`config.mk`:
```
export PLATFORM = sky130hd
export DESIGN_NAME = fetch_redirect
export DESIGN_NICKNAME = d
export VERILOG_FILES = /design/src/rtl/fetch_redirect.sv
export SDC_FILE = /design/constraint.sdc
export NUM_CORES = 1
export LEC_CHECK = 0
export CORE_MARGIN = 1.5
export CORE_UTILIZATION = 50
export CTS_CLUSTER_DIAMETER = 120
export DETAILED_ROUTE_END_ITERATION = 16
export PLACE_DENSITY = 0.87
export SYNTH_ARGS = -nofsm -noshare
export SYNTH_HDL_FRONTEND = slang
export SYNTH_SLANG_ARGS = --single-unit
export TNS_END_PERCENT = 100
```
`constraint.sdc`:
```
create_clock -name clk -period 3 [get_ports clk]
set_input_delay 0.45 -clock clk [delete_from_list [all_inputs] [get_ports clk]]
set_output_delay 0.45 -clock clk [all_outputs]
set_load 0.02 [all_outputs]
```
`src/rtl/fetch_redirect.sv`:
```
// Fetch-stage PC, imem req/ready handshake with skid buffer, and IF/ID register.
// A flush redirects the PC to the MEM-stage target and squashes anything still on the old path.
module fetch_redirect #(
    parameter logic [31:0] RESET_PC = 32'h0000_0000,
    parameter int          CNT_W    = 16
) (
    input  logic             clk,
    input  logic             reset_n,
    input  logic             flush,
    input  logic             stall,
    input  logic [1:0]       mem_jump,
    input  logic [31:0]      mem_PC_BRANCH,
    input  logic [31:0]      mem_jalr_out,
    output logic             imem_req,
    output logic [31:0]      imem_addr,
    input  logic             imem_ready,
    input  logic [31:0]      imem_rdata,
    output logic             if_id_valid,
    output logic [31:0]      if_id_pc,
    output logic [31:0]      if_id_instr,
    output logic [CNT_W-1:0] flush_count
);
    localparam logic [31:0] NOP = 32'h0000_0013;

    typedef enum logic [2:0] {S_BOOT, S_FETCH, S_WAIT, S_HOLD, S_DRAIN} state_t;

    state_t      state;
    logic [31:0] pc;
    logic [31:0] drain_addr;
    logic [31:0] skid_data;
    logic [31:0] target;

    always_comb begin
        target    = (mem_jump == 2'b11) ? (mem_jalr_out & ~32'd1) : mem_PC_BRANCH;
        imem_req  = 1'b0;
        imem_addr = pc;
        case (state)
            S_FETCH: imem_req = !stall;
            S_WAIT:  imem_req = 1'b1;
            S_DRAIN: begin
                imem_req  = 1'b1;
                imem_addr = drain_addr;
            end
            default: imem_req = 1'b0;
        endcase
    end

    always_ff @(posedge clk or negedge reset_n) begin
        if (!reset_n) begin
            state       <= S_BOOT;
            pc          <= RESET_PC;
            drain_addr  <= RESET_PC;
            skid_data   <= NOP;
            if_id_valid <= 1'b0;
            if_id_pc    <= '0;
            if_id_instr <= NOP;
            flush_count <= '0;
        end else begin
            if (flush && flush_count != '1)
                flush_count <= flush_count + CNT_W'(1);

            // Every flush branch squashes IF/ID so nothing from the old path survives.
            if (flush && state != S_BOOT) begin
                if_id_valid <= 1'b0;
                if_id_instr <= NOP;
            end

            case (state)
                S_BOOT: begin
                    if (flush) pc <= target;
                    state <= S_FETCH;
                end
                S_FETCH: begin
                    if (flush) begin
                        pc <= target;
                        if (imem_req && !imem_ready) begin
                            drain_addr <= pc;
                            state      <= S_DRAIN;
                        end
                    end else if (imem_req && imem_ready) begin
                        if_id_valid <= 1'b1;
                        if_id_pc    <= pc;
                        if_id_instr <= imem_rdata;
                        pc          <= pc + 32'd4;
                    end else if (imem_req) begin
                        state <= S_WAIT;
                    end
                end
                S_WAIT: begin
                    if (flush) begin
                        pc <= target;
                        if (imem_ready) state <= S_FETCH;
                        else begin
                            drain_addr <= pc;
                            state      <= S_DRAIN;
                        end
                    end else if (imem_ready && !stall) begin
                        if_id_valid <= 1'b1;
                        if_id_pc    <= pc;
                        if_id_instr <= imem_rdata;
                        pc          <= pc + 32'd4;
                        state       <= S_FETCH;
                    end else if (imem_ready) begin
                        skid_data <= imem_rdata;
                        state     <= S_HOLD;
                    end
                end
                S_HOLD: begin
                    if (flush) begin
                        pc    <= target;
                        state <= S_FETCH;
                    end else if (!stall) begin
                        if_id_valid <= 1'b1;
                        if_id_pc    <= pc;
                        if_id_instr <= skid_data;
                        pc          <= pc + 32'd4;
                        state       <= S_FETCH;
                    end
                end
                S_DRAIN: begin
                    // Old-path request must complete at its original address; its data is dropped.
                    if (flush) pc <= target;
                    if (imem_ready) state <= S_FETCH;
                end
                default: state <= S_BOOT;
            endcase
        end
    end
endmodule

```
# ---- Word level (Yosys, flattened, before mapping)
# Cells that the tools add are included.
dict set report word_totals {
  reg_bits 180
  out_inout_bits 114
  wordCells 107
}
dict set report classes {
  addsub 2
  eq_ne 25
  mux 51
  bitwise 2
  reduce_logical 19
}
# operator count
set op_table {}
lappend op_table {{$mux W32} 26}
lappend op_table {{$pmux W32 S3} 2}
lappend op_table {{$pmux W32 S4} 1}
lappend op_table {{$pmux W32 S2} 1}
lappend op_table {{$mux W3} 11}
lappend op_table {{$add A32 B3 Y32 const B} 1}
lappend op_table {{$ne A2 B2 Y1 const B} 11}
lappend op_table {{$ne A3 B3 Y1 const B} 6}
lappend op_table {{$add A16 B1 Y16 const B} 1}
lappend op_table {{$ne A16 B16 Y1 const B} 1}
lappend op_table {{$pmux W3 S5} 1}
lappend op_table {{$reduce_and A5 Y1} 2}
lappend op_table {{$mux W1} 7}
lappend op_table {{$reduce_and A7 Y1} 1}
lappend op_table {{$eq A3 B2 Y1 const B} 2}
lappend op_table {{$reduce_and A6 Y1} 1}
lappend op_table {{$reduce_bool A3 Y1} 2}
lappend op_table {{$logic_and A1 B1 Y1} 5}
lappend op_table {{$ne A4 B4 Y1 const B} 1}
lappend op_table {{$reduce_and A4 Y1} 1}
lappend op_table {{$reduce_bool A4 Y1} 1}
lappend op_table {{$reduce_or A2 Y1} 2}
lappend op_table {{$eq A3 B1 Y1 const B} 1}
lappend op_table {{$eq A3 B3 Y1 const B} 1}
lappend op_table {{other kinds (8)} 10}

# ---- Longest topological paths before layout
dict set report logic_depth {
  depth_word 7
  depth_mapped 9
}

# ---- Worst setup path before layout
# No wires, ideal clock.
dict set report synth_path {
  kind {register to output}
  startpoint {register state[1]}
  endpoint {output port imem_addr[30]}
  arrival_time_ns 1.665
  t_required_ns 2.550
  path_slack_ns 0.885
  path_stages_with_launch 7
  n_path_buf 3
  path_cell_list {dfrtp_1 buf_2 nor2_1 and2_1 buf_2 clkbuf_1 mux2_2}
}
dict set report synth_between {
  elab_chain_cells 2
}
# item line_no
set synth_lines {}
lappend synth_lines {{start: declaration} 27} ;# state_t state;
lappend synth_lines {{start signal: assignment} 50} ;# state <= S_BOOT;
lappend synth_lines {{start signal: assignment} 71} ;# state <= S_FETCH;
lappend synth_lines {{start signal: assignment} 78} ;# state <= S_DRAIN;
lappend synth_lines {{$eq A3 B3 Y1} 37} ;# case (state)
lappend synth_lines {{$mux W32} 37}
lappend synth_lines {{end: declaration} 15} ;# output logic [31:0] imem_addr,
# No other way between the ends.

# ---- Worst setup path in the final report
dict set report layout_path {
  startpoint {register state[1]}
  endpoint {output port imem_addr[2]}
}
# The elaborated chain is that of the path after synthesis.

==> results.cfg <==
[detailed_routing]
num_vias = 7319
routed_wire_length_per_instance_um = 18.5
vias_per_cell = 5.76
drt_iter0_drc = 643
drc_errors = 0
firstDrtPassIters = 6
ant_nets = 0
drt_wl_total_um = 23500

[yosys]
synth_ff_type = dfrtp_1
postSynthCellCount = 835
synth-warning-count = 0
synth_area_per_cell_um2 = 10.3
synth.distinct_cells = 58
ys_ff_latch = 180
ys_seq_area_share_pct = 52.5
syn-num-nets = 940
synth_edf_count = 0
async_flop_share_pct = 100
synthesis.area_mm2 = 0.00859

[clock_network]
cts_setup_buffers = 0
cts-resized-gates = 0
cts_hold_buf = 1
cts_sinks = 180
cts_buffer_depth = 2
cts_root_buf = clkbuf_16
insertion_delay_ns = 0.43
cts_buffers = 17
cts.clk_slew.worst_paths_ns = 0.07
tritoncts = built
htreeDepth = 4

[timing]
fmax_mhz = 354
fin_ws_ns = 0.174
hold_slack_ns = 0.477
finalSetupViolCount = 0
min_period_over_period_pct = 94.2
tns_ns = 0
tightestPinTransition_ns = 0.750
finalHoldViolCount = 0
relSlewSlack_pct = 49.8
period_needed_ns = 2.83
finalMaxSlewViolations = 0
rsz0062_at_grt = no
clock_skew_ns = 0.00793

[worst_setup_path]
r2r_start = pc[2]$_DFFE_PN0P_
r2r-end = pc[22]$_DFFE_PN0P_
rr_worst_depth = 6
setup.worst_path.start_class = flop
cp.arrival_ns = 2.38
critPathRequiredTime_ns = 2.55
worst-path-max-fanout = 36
path_class = flop to primary output
r2r_slack_ns = 0.65
critPathCaptureType = primary output

[floorplanning]
die-area_mm2 = 0.0180
io-pin-count = 217
start_util_pct = 51.5
fp.dieH_um = 134
die_w_um = 134
core-area_mm2 = 0.0167
rows = 47

[global_routing]
grt_pass1_wl_um = 37200
grt_usage_pct = 26.3
grt_pass1_vias = 7360
grt-ovfl-total = 0
grt_max_degree = 61
antenna_found_initial = 1
use_met1_pct = 31.8
use_met3_pct = 8.43
grt-busiest-layer = met2
grtUsageMet2_pct = 44.9

[pwr]
power_frac_comb_pct = 33.4
clock_power_share_pct = 25.5
finalPower_mw = 9.03
max-vdd-ir-drop_mv = 0.504
p_leak_nw = 5.21
p_seq_share_pct = 41.1
switching_share_pct = 34.9
p_sw_mw = 3.15
intPower_mw = 5.88
power.density_mw_per_mm2 = 772

[run]
drv_cap = 0

[final_layout]
fillers = 1255
final_layout_size_suffix_gt1_share_pct = 17.1
final_net_count = 1141
instances_no_fill = 1270
area_delta_synth_final_pct = 36.0
multi_input_area_mm2 = 0.00374
design_area_mm2 = 0.0117
final_util_pct = 70.0
seq_area_mm2 = 0.00451

[placement]
io_buffers = 215
placed_cells = 1236
hpwl_um = 16200
pre_cts_ws_ns = 0.328
place_congestion = 0.816
place_area_mm2 = 0.0111

[run_status]
status = finished, final reports clean

[worst_hold_path]
whs_path_depth = 1
hp-class = flop to flop
hold_end = if_id_pc[31]$_DFFE_PN0P_
worstHoldStart = if_id_pc[31]$_DFFE_PN0P_
-- placed cells by master (no fill, tap or decap), types with 3 or more instances in the layout --
cell type          n
clkdlybuf4s50_1  214
dfrtp_1          174
nand2_1          167
mux2_2            94
inv_1             38
o21ai_0           37
a21oi_1           34
nand3_1           32
nor2_1            29
a222oi_1          29
buf_4             18
clkbuf_16         17
nand4_1           16
o21a_1             8
xnor2_1            8
and3_1             8
mux2i_1            7
a311oi_1           7
nor3_1             6
o31ai_1            6
dfstp_2            6
xor2_1             5
a31oi_1            5
a211oi_1           5
buf_12             5
nor2_2             4
and4_1             4
nor4_1             4
clkinvlp_4         4
a32o_1             3
o22a_1             3
inv_6              3
inv_8              3
-- metal layers --
metal	up-vias	wire length, um
li1	3383	-
met1	3559	9330
met2	344	11500
met3	33	2270
met4	0	409
met5	-	0
-- cell usage after synthesis (all sizes together) (5+ instances only) --
master	instances	area (um^2)
a211oi	5	37.5
and4	5	45.0
dfrtp	174	4350
xnor2	8	70.1
mux2	94	1060
a21oi	36	184
inv	38	143
o21a	8	60.1
a311oi	8	76.3
o31ai	6	45.0
mux2i	7	70.1
o21ai	38	190
nor4	5	37.5
buf	32	160
clkbuf	25	93.8
nand3	34	183
a31oi	5	31.3
nand4	17	113
nor3	8	45.0
nor2	34	149
a222oi	29	290
nand2	167	627
dfstp	6	158
and3	8	50.1
xor2	5	43.8
-- critical path, stage by stage, from the launching register on --
cell,delay [ns]
dfrtp_1,0.38
nor2_1,0.17
and2_2,0.21
buf_12,0.24
mux2_2,0.37
clkdlybuf4s50_1,0.60
-- state kept, by name (all words and copies together), names as in the netlist --
signal,cells
drain_addr,32
flush_count,16
if_id_instr,32
if_id_pc,32
if_id_valid,1
pc,32
skid_data,32
state,3
-- worst max path at each step --
stage / startpoint / to / slack [ns] / cells after the start
6_report: state[1]$_DFFE_PN0P_ / imem_addr[2] / 0.17 / 5
5_1_grt: state[1]$_DFFE_PN0P_ / imem_addr[2] / 0.05 / 5
4_1_cts: state[1]$_DFFE_PN0P_ / imem_addr[2] / 0.15 / 5
3_5_place_dp: imem_ready / pc[21]$_DFFE_PN0P_ / 0.33 / 6
3_3_place_gp: stall / imem_req / 0.40 / 6
2_1_floorplan: state[1]$_DFFE_PN0P_ / imem_addr[30] / 0.89 / 6
-- cell families after synthesis --
logic type / synth area share, %
and+or+nand+nor: 15.4
DFF: 52.5
AOI/OAI and AO/OA: 12.7
muxes: 13.1
buffers and inverters: 4.61
xor gates and xnor gates: 1.32
adders and majority gates: 0.291
-- power by group through the flow --
stage,sequential [mW],combinational [mW],clock [mW]
final,3.71,3.01,2.30
after global routing,3.80,3.23,2.43
after CTS,3.70,3.03,2.33
after detailed placement,3.74,3.01,0
after global placement,3.69,2.94,0
after floorplan,3.90,1.36,0
-- area by class of cell --
cell class	instances	share of cell area, %
sequential	180	38.6
multi-input combinational	560	32.0
timing repair buffer	239	20.5
clock buffer	17	3.64
tap	220	2.35
clock inverter	15	1.64
inverter	38	1.22
antenna	1	0.0214
Power figures use the tool's default switching activity.
